--- src/rtl/pe_chain_sequencer.sv ---
// Job sequencer for a chain of N PEs: streams A/B operand beats into the head PE,
// waits for the chain to finish, then drains every PE result memory onto a valid/ready stream.
module pe_chain_sequencer #(
   parameter int log_size = 2,
   parameter int timeout  = 65535
) (
   input  logic                          clk,
   input  logic                          rst,
   input  logic                          start,
   output logic                          busy,
   output logic                          done,
   output logic                          error,
   output logic [2*log_size-1:0]         src_addr,
   input  logic [31:0]                   src_a_data,
   input  logic [31:0]                   src_b_data,
   output logic [31:0]                   pe_a,
   output logic [31:0]                   pe_b,
   output logic                          pe_stb,
   output logic                          pe_b_valid,
   input  logic                          pe_input_ack,
   input  logic                          pe_output_stb,
   output logic [log_size-1:0]           pe_rd_addr,
   output logic [(1<<log_size)-1:0]      pe_mem_select,
   input  logic [32*(1<<log_size)-1:0]   pe_c_bus,
   output logic [31:0]                   res_data,
   output logic                          res_valid,
   input  logic                          res_ready,
   output logic                          res_last
);

   localparam int N         = 1 << log_size;
   localparam int DATA_W    = 32;
   localparam int NN        = N * N;
   localparam int LAST_BEAT = NN + N - 2;
   localparam int JW        = 2 * log_size + 1;
   localparam int WDW       = $clog2(timeout + 1);

   localparam logic [3:0] S_IDLE  = 4'd0;
   localparam logic [3:0] S_FETCH = 4'd1;
   localparam logic [3:0] S_LOAD  = 4'd2;
   localparam logic [3:0] S_OFFER = 4'd3;
   localparam logic [3:0] S_GAP   = 4'd4;
   localparam logic [3:0] S_WAIT  = 4'd5;
   localparam logic [3:0] S_READ  = 4'd6;
   localparam logic [3:0] S_CAPT  = 4'd7;
   localparam logic [3:0] S_OUT   = 4'd8;
   localparam logic [3:0] S_FIN   = 4'd9;

   logic [3:0]            state;
   logic [3:0]            state_nxt;
   logic [JW-1:0]         j;
   logic [2*log_size-1:0] pw;
   logic [WDW-1:0]        wd;
   logic                  ack_q;
   logic                  ack_rise;
   logic                  flush;
   logic                  last_beat;
   logic                  last_word;
   logic                  wd_hit;
   logic                  wd_fire;

   assign ack_rise  = pe_input_ack & ~ack_q;
   assign flush     = (j >= JW'(NN));
   assign last_beat = (j == JW'(LAST_BEAT));
   assign last_word = (pw == '1);
   assign wd_hit    = (wd == WDW'(timeout - 1));

   // pw packs {PE index, word index}, so a plain increment walks results PE-major.
   assign src_addr   = j[2*log_size-1:0];
   assign pe_rd_addr = pw[log_size-1:0];
   assign pe_stb     = (state == S_OFFER);
   assign busy       = (state != S_IDLE) && (state != S_FIN);
   assign done       = (state == S_FIN);
   assign res_valid  = (state == S_OUT);
   assign res_last   = (state == S_OUT) && last_word;

   always_comb begin
      pe_mem_select = '0;
      if (state == S_READ)
         pe_mem_select = {{(N-1){1'b0}}, 1'b1} << pw[2*log_size-1:log_size];
   end

   always_comb begin
      state_nxt = state;
      wd_fire   = 1'b0;
      case (state)
         S_IDLE:  if (start) state_nxt = S_FETCH;
         S_FETCH: state_nxt = flush ? S_OFFER : S_LOAD;
         S_LOAD:  state_nxt = S_OFFER;
         S_OFFER: begin
            if (ack_rise) begin
               state_nxt = S_GAP;
            end else if (wd_hit) begin
               state_nxt = S_IDLE;
               wd_fire   = 1'b1;
            end
         end
         S_GAP:   state_nxt = last_beat ? S_WAIT : S_FETCH;
         S_WAIT: begin
            if (pe_output_stb) begin
               state_nxt = S_READ;
            end else if (wd_hit) begin
               state_nxt = S_IDLE;
               wd_fire   = 1'b1;
            end
         end
         S_READ:  state_nxt = S_CAPT;
         S_CAPT:  state_nxt = S_OUT;
         S_OUT:   if (res_ready) state_nxt = last_word ? S_FIN : S_READ;
         S_FIN:   state_nxt = S_IDLE;
         default: state_nxt = S_IDLE;
      endcase
   end

   always_ff @(posedge clk or negedge rst) begin
      if (!rst) begin
         state      <= S_IDLE;
         j          <= '0;
         pw         <= '0;
         wd         <= '0;
         ack_q      <= 1'b0;
         error      <= 1'b0;
         pe_a       <= '0;
         pe_b       <= '0;
         pe_b_valid <= 1'b0;
         res_data   <= '0;
      end else begin
         state <= state_nxt;
         ack_q <= pe_input_ack;
         // Watchdog measures time spent in the current state; saturates where it cannot fire.
         if (state_nxt != state)
            wd <= '0;
         else if (wd != '1)
            wd <= wd + 1'b1;
         case (state)
            S_IDLE: begin
               if (start) begin
                  error <= 1'b0;
                  j     <= '0;
               end
            end
            S_FETCH: begin
               if (flush) begin
                  pe_a       <= '0;
                  pe_b       <= '0;
                  pe_b_valid <= 1'b0;
               end
            end
            S_LOAD: begin
               pe_a       <= src_a_data;
               pe_b       <= src_b_data;
               pe_b_valid <= 1'b1;
            end
            S_GAP:  j <= j + 1'b1;
            S_WAIT: if (pe_output_stb) pw <= '0;
            S_CAPT: res_data <= pe_c_bus[{pw[2*log_size-1:log_size], 5'd0} +: DATA_W];
            S_OUT:  if (res_ready) pw <= pw + 1'b1;
            default: ;
         endcase
         if (wd_fire)
            error <= 1'b1;
      end
   end

endmodule

--- config.mk ---
export PLATFORM = sky130hd
export DESIGN_NAME = pe_chain_sequencer
export DESIGN_NICKNAME = d
export VERILOG_FILES = /design/src/rtl/pe_chain_sequencer.sv
export SDC_FILE = /design/constraint.sdc
export NUM_CORES = 1
export LEC_CHECK = 0
export ABC_AREA = 1
export BUFFER_PORTS_ARGS = -buffer_cell sky130_fd_sc_hd__buf_2
export CAP_MARGIN = 5
export CORE_ASPECT_RATIO = 2
export CORE_MARGIN = 10
export CORE_UTILIZATION = 46
export CTS_BUF_LIST = sky130_fd_sc_hd__clkbuf_8 sky130_fd_sc_hd__clkbuf_16
export CTS_CLUSTER_SIZE = 30
export DETAILED_ROUTE_END_ITERATION = 7
export GPL_ROUTABILITY_DRIVEN = 0
export PLACE_DENSITY = 0.87
export SETUP_SLACK_MARGIN = 0.4
export SYNTH_ARGS = -nofsm -noshare
export SYNTH_HDL_FRONTEND = slang
export SYNTH_SLANG_ARGS = --single-unit
--- constraint.sdc ---
create_clock -name clk -period 2.2 [get_ports clk]
set_input_delay 0.22 -clock clk [delete_from_list [all_inputs] [get_ports clk]]
set_output_delay 0.22 -clock clk [all_outputs]
set_load 0.005 [all_outputs]
Word level (Yosys, flattened, before mapping)
Cells that the tools add are included.
{"block": "word_totals", "reg_bits": 128, "input_bits": 198, "word_cells": 80, "output_inout_bits": 113}
{"block": "classes", "eq_ne": 19, "shift": 2, "reduce_logical": 14, "addsub": 3, "bitwise_logic": 2, "order_cmp": 1, "mux": 29}
{"cell": "$pmux W32 S2", "n": 2}
{"cell": "$shiftx A128 B8 Y32", "n": 1}
{"cell": "$mux W4", "n": 9}
{"cell": "$pmux W4 S9", "n": 1}
{"cell": "$mux W16", "n": 2}
{"cell": "$mux W32", "n": 1}
{"cell": "$add A16 B1 Y16 const B", "n": 1}
{"cell": "$eq A16 B16 Y1 const B", "n": 1}
{"cell": "$eq A4 B3 Y1 const B", "n": 4}
{"cell": "$ne A16 B16 Y1 const B", "n": 1}
{"cell": "$eq A4 B4 Y1 const B", "n": 3}
{"cell": "$reduce_bool A2 Y1", "n": 6}
{"cell": "$pmux W5 S2", "n": 1}
{"cell": "$eq A4 B2 Y1 const B", "n": 2}
{"cell": "$mux W1", "n": 8}
{"cell": "$pmux W4 S2", "n": 1}
{"cell": "$ne A2 B2 Y1 const B", "n": 3}
{"cell": "$reduce_and A2 Y1", "n": 3}
{"cell": "$add A5 B1 Y5 const B", "n": 1}
{"cell": "$eq A5 B5 Y1 const B", "n": 1}
{"cell": "$ge A5 B5 Y1 const B", "n": 1}
{"cell": "$mux W5", "n": 1}
{"cell": "$add A4 B1 Y4 const B", "n": 1}
{"cell": "$eq A4 B1 Y1 const B", "n": 1}
{"cell": "12 further kinds", "n": 14}

Longest topological paths before layout
Gate-level depths: netlist of run 1.
{"block": "depth", "ltp_word": 6, "depth_mapped": 14, "mapped_depth_nobuf": 13}

Worst setup path before layout of run 1
Ideal clock, no wire load.
{"block": "synth_path", "kind": "register to register", "startpoint": "register wd[0]", "endpoint": "register wd[5]", "required_time_ps": 2131, "setup_slack_ps": 560, "arrival_time_ps": 1571, "path_stages_with_launch": 14, "setup_time_ps": 69, "path_cell_list": "dfrtp_1 > inv_1 > ha_1 > nand3_1 > nor3_2 > nand2_1 > nand2_1 > nand3_1 > nand2_1 > nand2_1 > nor2_1 > nand2_2 > buf_6 > nor2_2"}
{"block": "synth_between", "elab_chain_cells": 6, "elab_cells_between_ends": 11, "classes_between": "1 x add/sub; 3 x eq/ne; 6 x mux; 1 x reduce/logical"}
{"element": "start: declaration", "line": "53", "text": "logic [WDW-1:0] wd;"}
{"element": "start signal: assignment", "line": "134", "text": "wd <= wd + 1'b1;"}
{"element": "$eq A16 B16 Y1 *", "line": "66", "text": "assign wd_hit = (wd == WDW'(timeout - 1));"}
{"element": "$mux W4 *", "line": "93, 102"}
{"element": "$mux W4 (on tied branches)", "line": "100, 91"}
{"element": "$pmux W4 S9 *", "line": "86", "text": "case (state)"}
{"element": "named net state_nxt[0]", "line": "50", "text": "logic [3:0] state_nxt;"}
{"element": "$ne A4 B4 Y1 *", "line": "131", "text": "if (state_nxt != state)"}
{"element": "$mux W16 / $reduce_bool A2 Y1 (equally long branches)"}
The timed path passes the listed nets; every way through them passes the cells marked *. The select of a mux whose other input is x is not followed.
A chain may end at the register's enable or synchronous reset.

Worst setup path in the final report of run 1
{"block": "layout_path", "startpoint": "register wd[0]", "endpoint": "register wd[2]"}
The elaborated chain is that of the path after synthesis.

==> out/qor.yml, run 1 <==
drtIter0Drc: 495
hpwl_um: 17000
postRouteAntennaNets: 0
die_h_um: 182
p_sw_frac: 0.412
route.detailed.drc: 0
finClkSkew_ns: 0.0130
outcome: "complete, no violations"
total_power_mw: 12.8
synth.largest_area_cell: "dfrtp_1"
synth.distinct_cells: 33
antenna_found_initial: 2
grt_pass1_vias: 6388
utilization: 0.679
synth-edff-count: 0
dr.pass1.iters: 7
grt_use_met3: 0.0631
htree_levels: 4
clkSinkCount: 128
rsz0062_at_grt: "true"
grt_max_degree: 65
max_slew_margin: 0.683
pwr-share-comb: 0.469
routedWlPerCell_um: 20.9
synth-seq-area-share: 0.531
power_density_nw_per_um2: 1470
worst_pin_slew_ns: 0.475
hold_violations: 0
syn_area_per_cell_um2: 9.68
cts_max_path_buffers: 2
start_kind: "flip-flop"
async_flop_share: 1.00
slew_viol_final: 0
ios: 311
clockRootBuffer: "clkbuf_16"
yosysTopAreaCellShare: 0.531
met2_usage: 0.416
synth.area.top_cells: "dfrtp_1 53%, a32o_1 11%, nand2_1 6.9%"
via_per_inst: 5.79
syn_inst: 623
synth_nets: 826
nNetsFinal: 1137
cellLeakagePower_nw: 4.21
fp.dieArea_um2: 18400
seqPwrFrac: 0.308
fin_crit_sh: 0.891
grt_overflow: 0
cts_buffers: 17
p_switching_mw: 5.30
ir_drop_uv: 899
die_w_um: 101
maxCapViolations: 0
grtUsageMet1: 0.249
worstHoldPathType: "in -> reg"
clk_latency_ns: 0.42
final_layout_size_suffix_gt1_frac: 0.476
crit_fanout: 8
clkTransAtPathRegs_ns: 0.07
synth_seq_cells: 128
start_util: 0.467
layout_setup_ws_ns: 0.239
power.internal_mw: 7.55
critPathArrivalTime_ns: 2.29
crit_type: "reg -> reg"
cts_tree: "done"
grt-busiest-layer: "met2"
power_frac_clock: 0.222
vias: 6376
core_area_um2: 12900
stdcell_area_um2: 8770
synth_area_um2: 6030
wl_um: 23000
rows: 59
fillers: 979
ys.flop_type: "dfrtp_1"
setup-tns-final_ns: 0
setup_viol: 0
yosys_warnings: 0
worst_setup_path_end_kind: "flip-flop"
grt.total_usage: 0.234
grt_pass1_wl_um: 34100
dp_slack_ns: 0.140
portBuffers: 310
required_ns: 2.53
synthToLayoutAreaGrowth_pct: 45.4
period_needed_ns: 1.96
fmax_ghz: 0.510
seq_area_um2: 3210
multi_input_area_um2: 2770
dpl_cell_area_um2: 7730
## stage by stage
| stage | hold slack [ns] | std cells |
|---|---|---|
| floorplan | -0.0756 | 623 |
| global placement | 0.203 | 1053 |
| detailed placement | 0.208 | 1053 |
| CTS | 0.0341 | 1092 |
| global route | 0.0424 | 1101 |
| finish | 0.0431 | 1101 |
## synthesized netlist by cell type, drive strengths merged, types with 2 or more instances
cell type  instances
a21oi              4
dfrtp            128
a31oi              6
clkbuf            30
nand3             20
nand2            113
a41oi             26
a32o              64
nor3               7
inv               37
ha                 5
a22oi             38
o22ai              2
xor2               9
buf               18
o21ai             11
nand4              7
nor2              91
xnor2              2
## flip-flops by register name, indices dropped and copies added, names as in the netlist
register    count
pe_a           32
pe_b           32
j               5
pe_b_valid      1
error           1
wd             16
pw              4
res_data       32
ack_q           1
state           4
## cells in the final DEF (no fill, tap or decap), types with 3 or more instances in the layout
cell and count:
inv_6 4, inv_8 3, nor2_2 23, a22oi_1 38, buf_4 21, clkinv_4 4, nand3_1 14, buf_12 4
nor3_2 4, a41oi_1 26, dfrtp_2 7, inv_2 4, o21ai_0 9, inv_1 32, nor2_1 54, dfrtp_1 121
nor2_4 14, nand4_1 7, nand2_1 97, clkbuf_16 17, a31oi_1 6, xor2_1 7, ha_1 3, nand3_2 5
buf_2 309, a21oi_1 4, a32o_1 64, nand2_2 13
## critical path, stage by stage, from the launching register on
cell     delay, ns
dfrtp_1       0.41
inv_2         0.09
ha_4          0.14
nand3_4       0.08
nor3_4        0.21
nand2_2       0.13
nand2_2       0.09
nand3_1       0.08
nand2_1       0.07
nand2_1       0.05
nor2_2        0.13
buf_6         0.17
nand2_8       0.11
nor2_1        0.11
## layer usage
metal | part of all wire | vias to the layer above | routed length (µm)
met5 | 0 | - | 0
met4 | 0.041 | 0 | 935
met3 | 0.072 | 67 | 1650
met2 | 0.54 | 362 | 12500
met1 | 0.35 | 3076 | 7950
li1 | - | 2871 | -
## final cells by class
cell class / instances / share of cell area
Tap cell: 152 / 0.0217
Clock inverter: 15 / 0.0200
Multi-Input combinational cell: 410 / 0.316
Antenna cell: 2 / 0.000571
Timing Repair Buffer: 339 / 0.210
Inverter: 38 / 0.0168
Sequential cell: 128 / 0.366
Clock buffer: 17 / 0.0485
## power groups by stage
stage | Sequential, mW | Combinational, mW | Clock [mW]
after global routing | 4.06 | 6.53 | 3.00
after detailed placement | 3.93 | 5.10 | 0
final | 3.96 | 6.03 | 2.86
after floorplan | 3.91 | 3.04 | 0
after CTS | 3.92 | 5.39 | 2.89
after global placement | 3.88 | 4.98 | 0
## final timing paths
| check | endpoint | start | slack, ns | cells past startpoint |
|---|---|---|---|---|
| max | wd[2] | wd[0] | 0.24 | 13 |
| min | pe_b[16] | src_b_data[16] | 0.04 | 2 |
| max reg2reg | wd[2] | wd[0] | 0.24 | 13 |
| min reg2reg | pe_b_valid | pe_b_valid | 0.48 | 2 |
| max in group asynchronous | pe_b[12] | rst | 1.12 | 3 |
| min in group asynchronous | res_data[31] | rst | 0.31 | 2 |
## cell families after synthesis
logic type | Yosys count | share of synthesized area
xor gates and xnor gates | 11 | 0.0160
and+or+nand+nor | 239 | 0.166
DFF | 128 | 0.531
adders and majority gates | 5 | 0.0104
buffers and inverters | 86 | 0.0600
AOI/OAI and AO/OA | 154 | 0.216
## repair_timing
item | in CTS | in global routing
endpoints found under the hold margin | 31 | 0
endpoints found under the setup margin | 88 | 123
resized for setup | 26 | 64
buffers inserted | 4 | 7
hold buffers | 2 | 0
cloned | 1 | 0
pin swaps | 5 | 12
Note: power is estimated with default switching activity, not from simulation.
==> inputs of run 2 (changes only) <==
--- a/config.mk
+++ b/config.mk
@@ -8,14 +8,14 @@
 export ABC_AREA = 1
 export BUFFER_PORTS_ARGS = -buffer_cell sky130_fd_sc_hd__buf_2
 export CAP_MARGIN = 5
-export CORE_ASPECT_RATIO = 2
+export CORE_ASPECT_RATIO = 0.7
 export CORE_MARGIN = 10
-export CORE_UTILIZATION = 46
+export CORE_UTILIZATION = 40
 export CTS_BUF_LIST = sky130_fd_sc_hd__clkbuf_8 sky130_fd_sc_hd__clkbuf_16
 export CTS_CLUSTER_SIZE = 30
 export DETAILED_ROUTE_END_ITERATION = 7
 export GPL_ROUTABILITY_DRIVEN = 0
-export PLACE_DENSITY = 0.87
+export PLACE_DENSITY = 0.78
 export SETUP_SLACK_MARGIN = 0.4
 export SYNTH_ARGS = -nofsm -noshare
 export SYNTH_HDL_FRONTEND = slang
==> out/qor.yml, run 2 (synthesized netlist as in run 1, its figures left out) <==
ios: 311
cp.buffers_inverters: 1
dr.pass1.iters: 5
die_h_um: 123
synthToLayoutAreaGrowth_pct: 43.5
power_density_nw_per_um2: 1430
critPathTopFamily: "simple AND/OR/NAND/NOR gates"
grt_max_degree: 129
ir_drop_uv: 589
startpoint: "wd[0]"
cts_max_path_buffers: 2
start_kind: "flip-flop"
clkSinkCount: 128
clkTransAtPathRegs_ns: 0.06
rsz0062_at_grt: "true"
cts_buffers: 17
hold_violations: 0
worst_setup_path_end_kind: "flip-flop"
critPathArrivalTime_ns: 2.30
layout_common_cells: "309 x buf_2, 124 x dfrtp_1, 102 x nand2_1, 64 x a32o_1, 57 x nor2_1"
vias: 6097
outcome: "complete, no violations"
grt_pass1_vias: 6060
postRouteAntennaNets: 0
route.detailed.drc: 0
worst_pin_slew_ns: 0.705
hpwl_um: 15800
final_layout_size_suffix_gt1_frac: 0.457
via_per_inst: 5.35
required_ns: 2.53
hold_depth: 2
crit_type: "reg -> reg"
clockRootBuffer: "clkbuf_16"
die_w_um: 167
period_needed_ns: 1.97
finClkSkew_ns: 0.0147
total_power_mw: 12.4
worst_path_most_repeated_cell: "nand2_2"
crit_end: "wd[9]"
fmax_ghz: 0.509
path_depth: 12
core_area_um2: 14700
wl_um: 21500
fin_crit_sh: 0.894
r2r-end: "wd[9]"
p_switching_mw: 4.93
cellLeakagePower_nw: 4.17
reg_top3: "pe_a (32), pe_b (32), res_data (32)"
worstHoldPathType: "in -> reg"
seqPwrFrac: 0.313
slew_viol_final: 0
fp.dieArea_um2: 20500
antenna_found_initial: 1
clk_latency_ns: 0.41
mostFrequentLayoutCell: "buf_2"
rows: 37
reg2reg_slack_ns: 0.23
drtIter0Drc: 682
cp_slowest_cell: "dfrtp_1"
whs_ns: 0.0489
setup_viol: 0
grt.total_usage: 0.191
crit_fanout: 8
setup-tns-final_ns: 0
fillers: 1274
reg2reg_depth: 12
n_antenna_cell: 0
portBuffers: 310
pwr-share-comb: 0.452
cp_slowest_stage_delay_ns: 0.40
cts_tree: "done"
power.internal_mw: 7.44
routedWlPerCell_um: 18.8
start_util: 0.409
reg2reg_from: "wd[0]"
grt_pass1_wl_um: 32100
htree_levels: 4
p_sw_frac: 0.398
max_slew_margin: 0.530
grt_overflow: 0
power_frac_clock: 0.235
maxCapViolations: 0
nNetsFinal: 1136
cp_cell_sequence: "inv_1 > ha_2 > nand3_4 > nor3_4 > nand2_2 > nand2_2 > nand3_2 > nand2_2 > nand2_2 > nor2_4 > nand2_4 > nor2_2"
-- run 2: per-stage QoR --
step                      setup slack [ns]  area [µm²]  utilization  instances
final                                0.234        8650        0.587       1140
after global routing                 0.157        8650        0.587       1140
after CTS                            0.364        8480        0.576       1134
after detailed placement             0.137        7750        0.527       1094
after global placement               0.238        7750        0.527       1094
after floorplan                      0.560        6030            -        623
-- run 2: area by class of cell --
class | count | area [µm²] | share of cell area
flip-flops and latches | 128 | 3210 | 0.371
repair buffers | 338 | 1800 | 0.208
clock buffers | 17 | 425 | 0.0492
multi-input cells | 410 | 2650 | 0.306
well taps | 195 | 244 | 0.0282
clock inverters | 14 | 181 | 0.0210
inverters | 38 | 143 | 0.0165
-- run 2: worst register-to-register path, cell delays in order (launching register included) --
cell     delay [ns]
dfrtp_1        0.40
inv_1          0.07
ha_2           0.19
nand3_4        0.09
nor3_4         0.21
nand2_2        0.11
nand2_2        0.10
nand3_2        0.09
nand2_2        0.09
nand2_2        0.06
nor2_4         0.20
nand2_4        0.16
nor2_2         0.13
-- run 2: timing repair --
item / CTS / global route
resized for setup: 15 / 38
buffers inserted: 6 / 6
hold buffers: 2 / 0
gates cloned: 1 / 0
endpoints found under the hold margin: 129 / 0
endpoints found under the setup margin: 24 / 104
pin swaps: 5 / 19
-- run 2: power by group through the flow --
stage | combinational (mW) | sequential [mW] | clock (mW)
6_report | 5.59 | 3.87 | 2.90
5_1_grt | 6.09 | 3.99 | 3.08
4_1_cts | 5.36 | 3.86 | 2.97
3_5_place_dp | 5.12 | 3.89 | 0
3_3_place_gp | 5.04 | 3.84 | 0
2_1_floorplan | 3.04 | 3.91 | 0
-- run 2: how the worst min path moves through the flow --
stage / start / endpoint / slack [ns]
4_1_cts: src_b_data[3] / pe_b[3] / 0.03
6_report: src_b_data[3] / pe_b[3] / 0.05
3_3_place_gp: pe_input_ack / ack_q / 0.34
3_5_place_dp: pe_input_ack / ack_q / 0.35
5_1_grt: src_b_data[31] / pe_b[31] / 0.04
2_1_floorplan: rst / ack_q / -0.08
-- run 2: layer usage --
metal  GRT usage  vias up  part of all wire  wire length, µm
met2       0.303      294              0.48            10300
met4      0.0580        2            0.0098              210
met3      0.0754       21             0.097             2090
met1       0.237     2909              0.41             8880
met5           0        -           0.00033                7
li1            -     2871                 -                -
==> inputs of run 3 (changes only) <==
--- a/config.mk
+++ b/config.mk
@@ -17,6 +17,7 @@
 export GPL_ROUTABILITY_DRIVEN = 0
 export PLACE_DENSITY = 0.78
 export SETUP_SLACK_MARGIN = 0.4
+export SLEW_MARGIN = 20
 export SYNTH_ARGS = -nofsm -noshare
 export SYNTH_HDL_FRONTEND = slang
 export SYNTH_SLANG_ARGS = --single-unit
==> constraint.sdc (replaced) <==
create_clock -name clk -period 1.9 [get_ports clk]
set_input_delay 0.19 -clock clk [delete_from_list [all_inputs] [get_ports clk]]
set_output_delay 0.19 -clock clk [all_outputs]
set_load 0.005 [all_outputs]
==> out/qor.yml, run 3 (synthesized netlist as in run 1, its figures left out) <==
place_inst: 1106
multi_input_area_um2: 2820
htree_levels: 4
grt_pass1_vias: 6544
clkTransAtPathRegs_ns: 0.06
routedWlPerCell_um: 20.7
route.detailed.drc: 0
synthToLayoutAreaGrowth_pct: 60.2
min-delay-start: "src_a_data[2]"
grt.total_usage: 0.216
hold_depth: 2
ios: 311
grt_pass1_wl_um: 35800
cellLeakagePower_nw: 4.63
cts_buffers: 17
cts_max_path_buffers: 2
r2r-end: "wd[15]"
clockRootBuffer: "clkbuf_16"
cp_slowest_stage_delay_ns: 0.44
postRouteAntennaNets: 0
ir_drop_uv: 849
hold_violations: 0
die_h_um: 123
min_to: "pe_a[2]"
fillers: 1155
slew_viol_final: 0
rsz0062_at_grt: "true"
max_slew_margin: 0.636
mostFrequentLayoutCell: "buf_2"
finClkSkew_ns: 0.0108
reg_top3: "pe_a (32), pe_b (32), res_data (32)"
n_antenna_cell: 0
worst_pin_slew_ns: 0.546
cp_slowest_cell: "dfrtp_2"
period_needed_ns: 1.89
hpwl_um: 16600
cts_tree: "done"
core_area_um2: 14700
drtIter0Drc: 665
wl_um: 24700
die_w_um: 167
via_per_inst: 5.47
clkSinkCount: 128
final_layout_size_suffix_gt1_frac: 0.519
layout.cells.non_filler: 1191
worst_path_most_repeated_cell: "nand2_1"
worst_setup_path_end_kind: "flip-flop"
reg2reg_depth: 13
worstHoldPathType: "in -> reg"
outcome: "complete, no violations"
required_ns: 2.20
dr.pass1.iters: 5
seq_area_um2: 3210
cp_cell_sequence: "buf_4 > buf_4 > nor2_1 > nand3_2 > nand2_1 > nor2_2 > nand3_2 > nand2_1 > nand2_1 > nor2_2 > nand2_2 > clkbuf_16 > nor2_1"
layout_common_cells: "304 x buf_2, 122 x dfrtp_1, 98 x nand2_1, 58 x a32o_1, 52 x nor2_1"
dp_slack_ns: 0.0282
antenna_found_initial: 0
portBuffers: 310
clk_latency_ns: 0.41
nNetsFinal: 1186
grt_max_degree: 65
crit_fanout: 8
fp.dieArea_um2: 20500
grt_overflow: 0
rows: 37
reg2reg_slack_ns: 0.008
maxCapViolations: 0
start_util: 0.409
setup_viol: 0
power_density_nw_per_um2: 1720
fin_crit_sh: 0.996
fmax_ghz: 0.528
vias: 6510
layout_setup_ws_ns: 0.00754
critPathArrivalTime_ns: 2.19
crit_type: "reg -> reg"
reg2reg_from: "state[1]"
start_kind: "flip-flop"
## run 3: cell types whose count changed in the layout (fill, tap and decap cells not counted), moves of 4 or more
cell	before	now
buf_4	24	36
buf_12	2	13
buf_2	309	304
nor2_1	57	52
nand3_1	15	10
nand2_1	102	98
nand3_2	4	8
a32o_1	64	58
buf_6	1	22
nor2_4	7	14
buf_16	0	8
inv_1	34	27
a32o_2	0	6
## run 3: worst max-delay path by stage
stage                  end  startpoint  cells past startpoint
finish              wd[15]    state[1]                     13
global route        wd[13]    state[1]                     11
CTS                  wd[4]       wd[0]                     13
detailed placement   wd[2]       wd[0]                     13
global placement    wd[15]    state[1]                     10
floorplan            wd[5]       wd[0]                     13
## run 3: metal layers
| layer | GRT usage | part of all wire |
|---|---|---|
| met1 | 0.253 | 0.39 |
| met5 | 0 | 0 |
| met4 | 0.0624 | 0.018 |
| met2 | 0.370 | 0.50 |
| met3 | 0.0795 | 0.091 |
## run 3: metrics by stage
step	cell area, µm²	setup TNS [ns]	power, mW	hold slack [ns]	utilization
2_1_floorplan	6070	0	8.11	-0.106	-
4_1_cts	9160	0	15.6	0.00443	0.622
5_1_grt	9660	-1.13	17.6	0.0111	0.656
3_3_place_gp	7950	0	10.6	0.207	0.540
3_5_place_dp	7950	0	10.8	0.208	0.540
6_report	9660	0	16.6	0.0165	0.656
## run 3: repair_timing
action	in CTS	in global routing
gates cloned	8	3
resized for setup	67	77
pin swaps	16	21
setup buffers	23	17
hold buffers	2	0
endpoints found under the hold margin	34	0
endpoints found under the setup margin	96	128
## run 3: final cells by class
class / instances / area share
Timing Repair Buffer: 389 / 0.272
Tap cell: 195 / 0.0253
Multi-Input combinational cell: 409 / 0.292
Clock inverter: 14 / 0.0150
Clock buffer: 18 / 0.0455
Inverter: 38 / 0.0171
Sequential cell: 128 / 0.333
## run 3: critical path: cells and delay by family, from the launching register on
kind	cells	cell delay, ns
AND/OR/NAND/NOR	10	0.89
flip-flops	1	0.44
buffers and inverters	3	0.46
## run 3: report_power, final
part	switching, mW	internal [mW]	total (mW)
Clock	1.34	1.88	3.22
Sequential	0.650	3.83	4.48
Combinational	4.50	4.37	8.87
Total	6.50	10.1	16.6
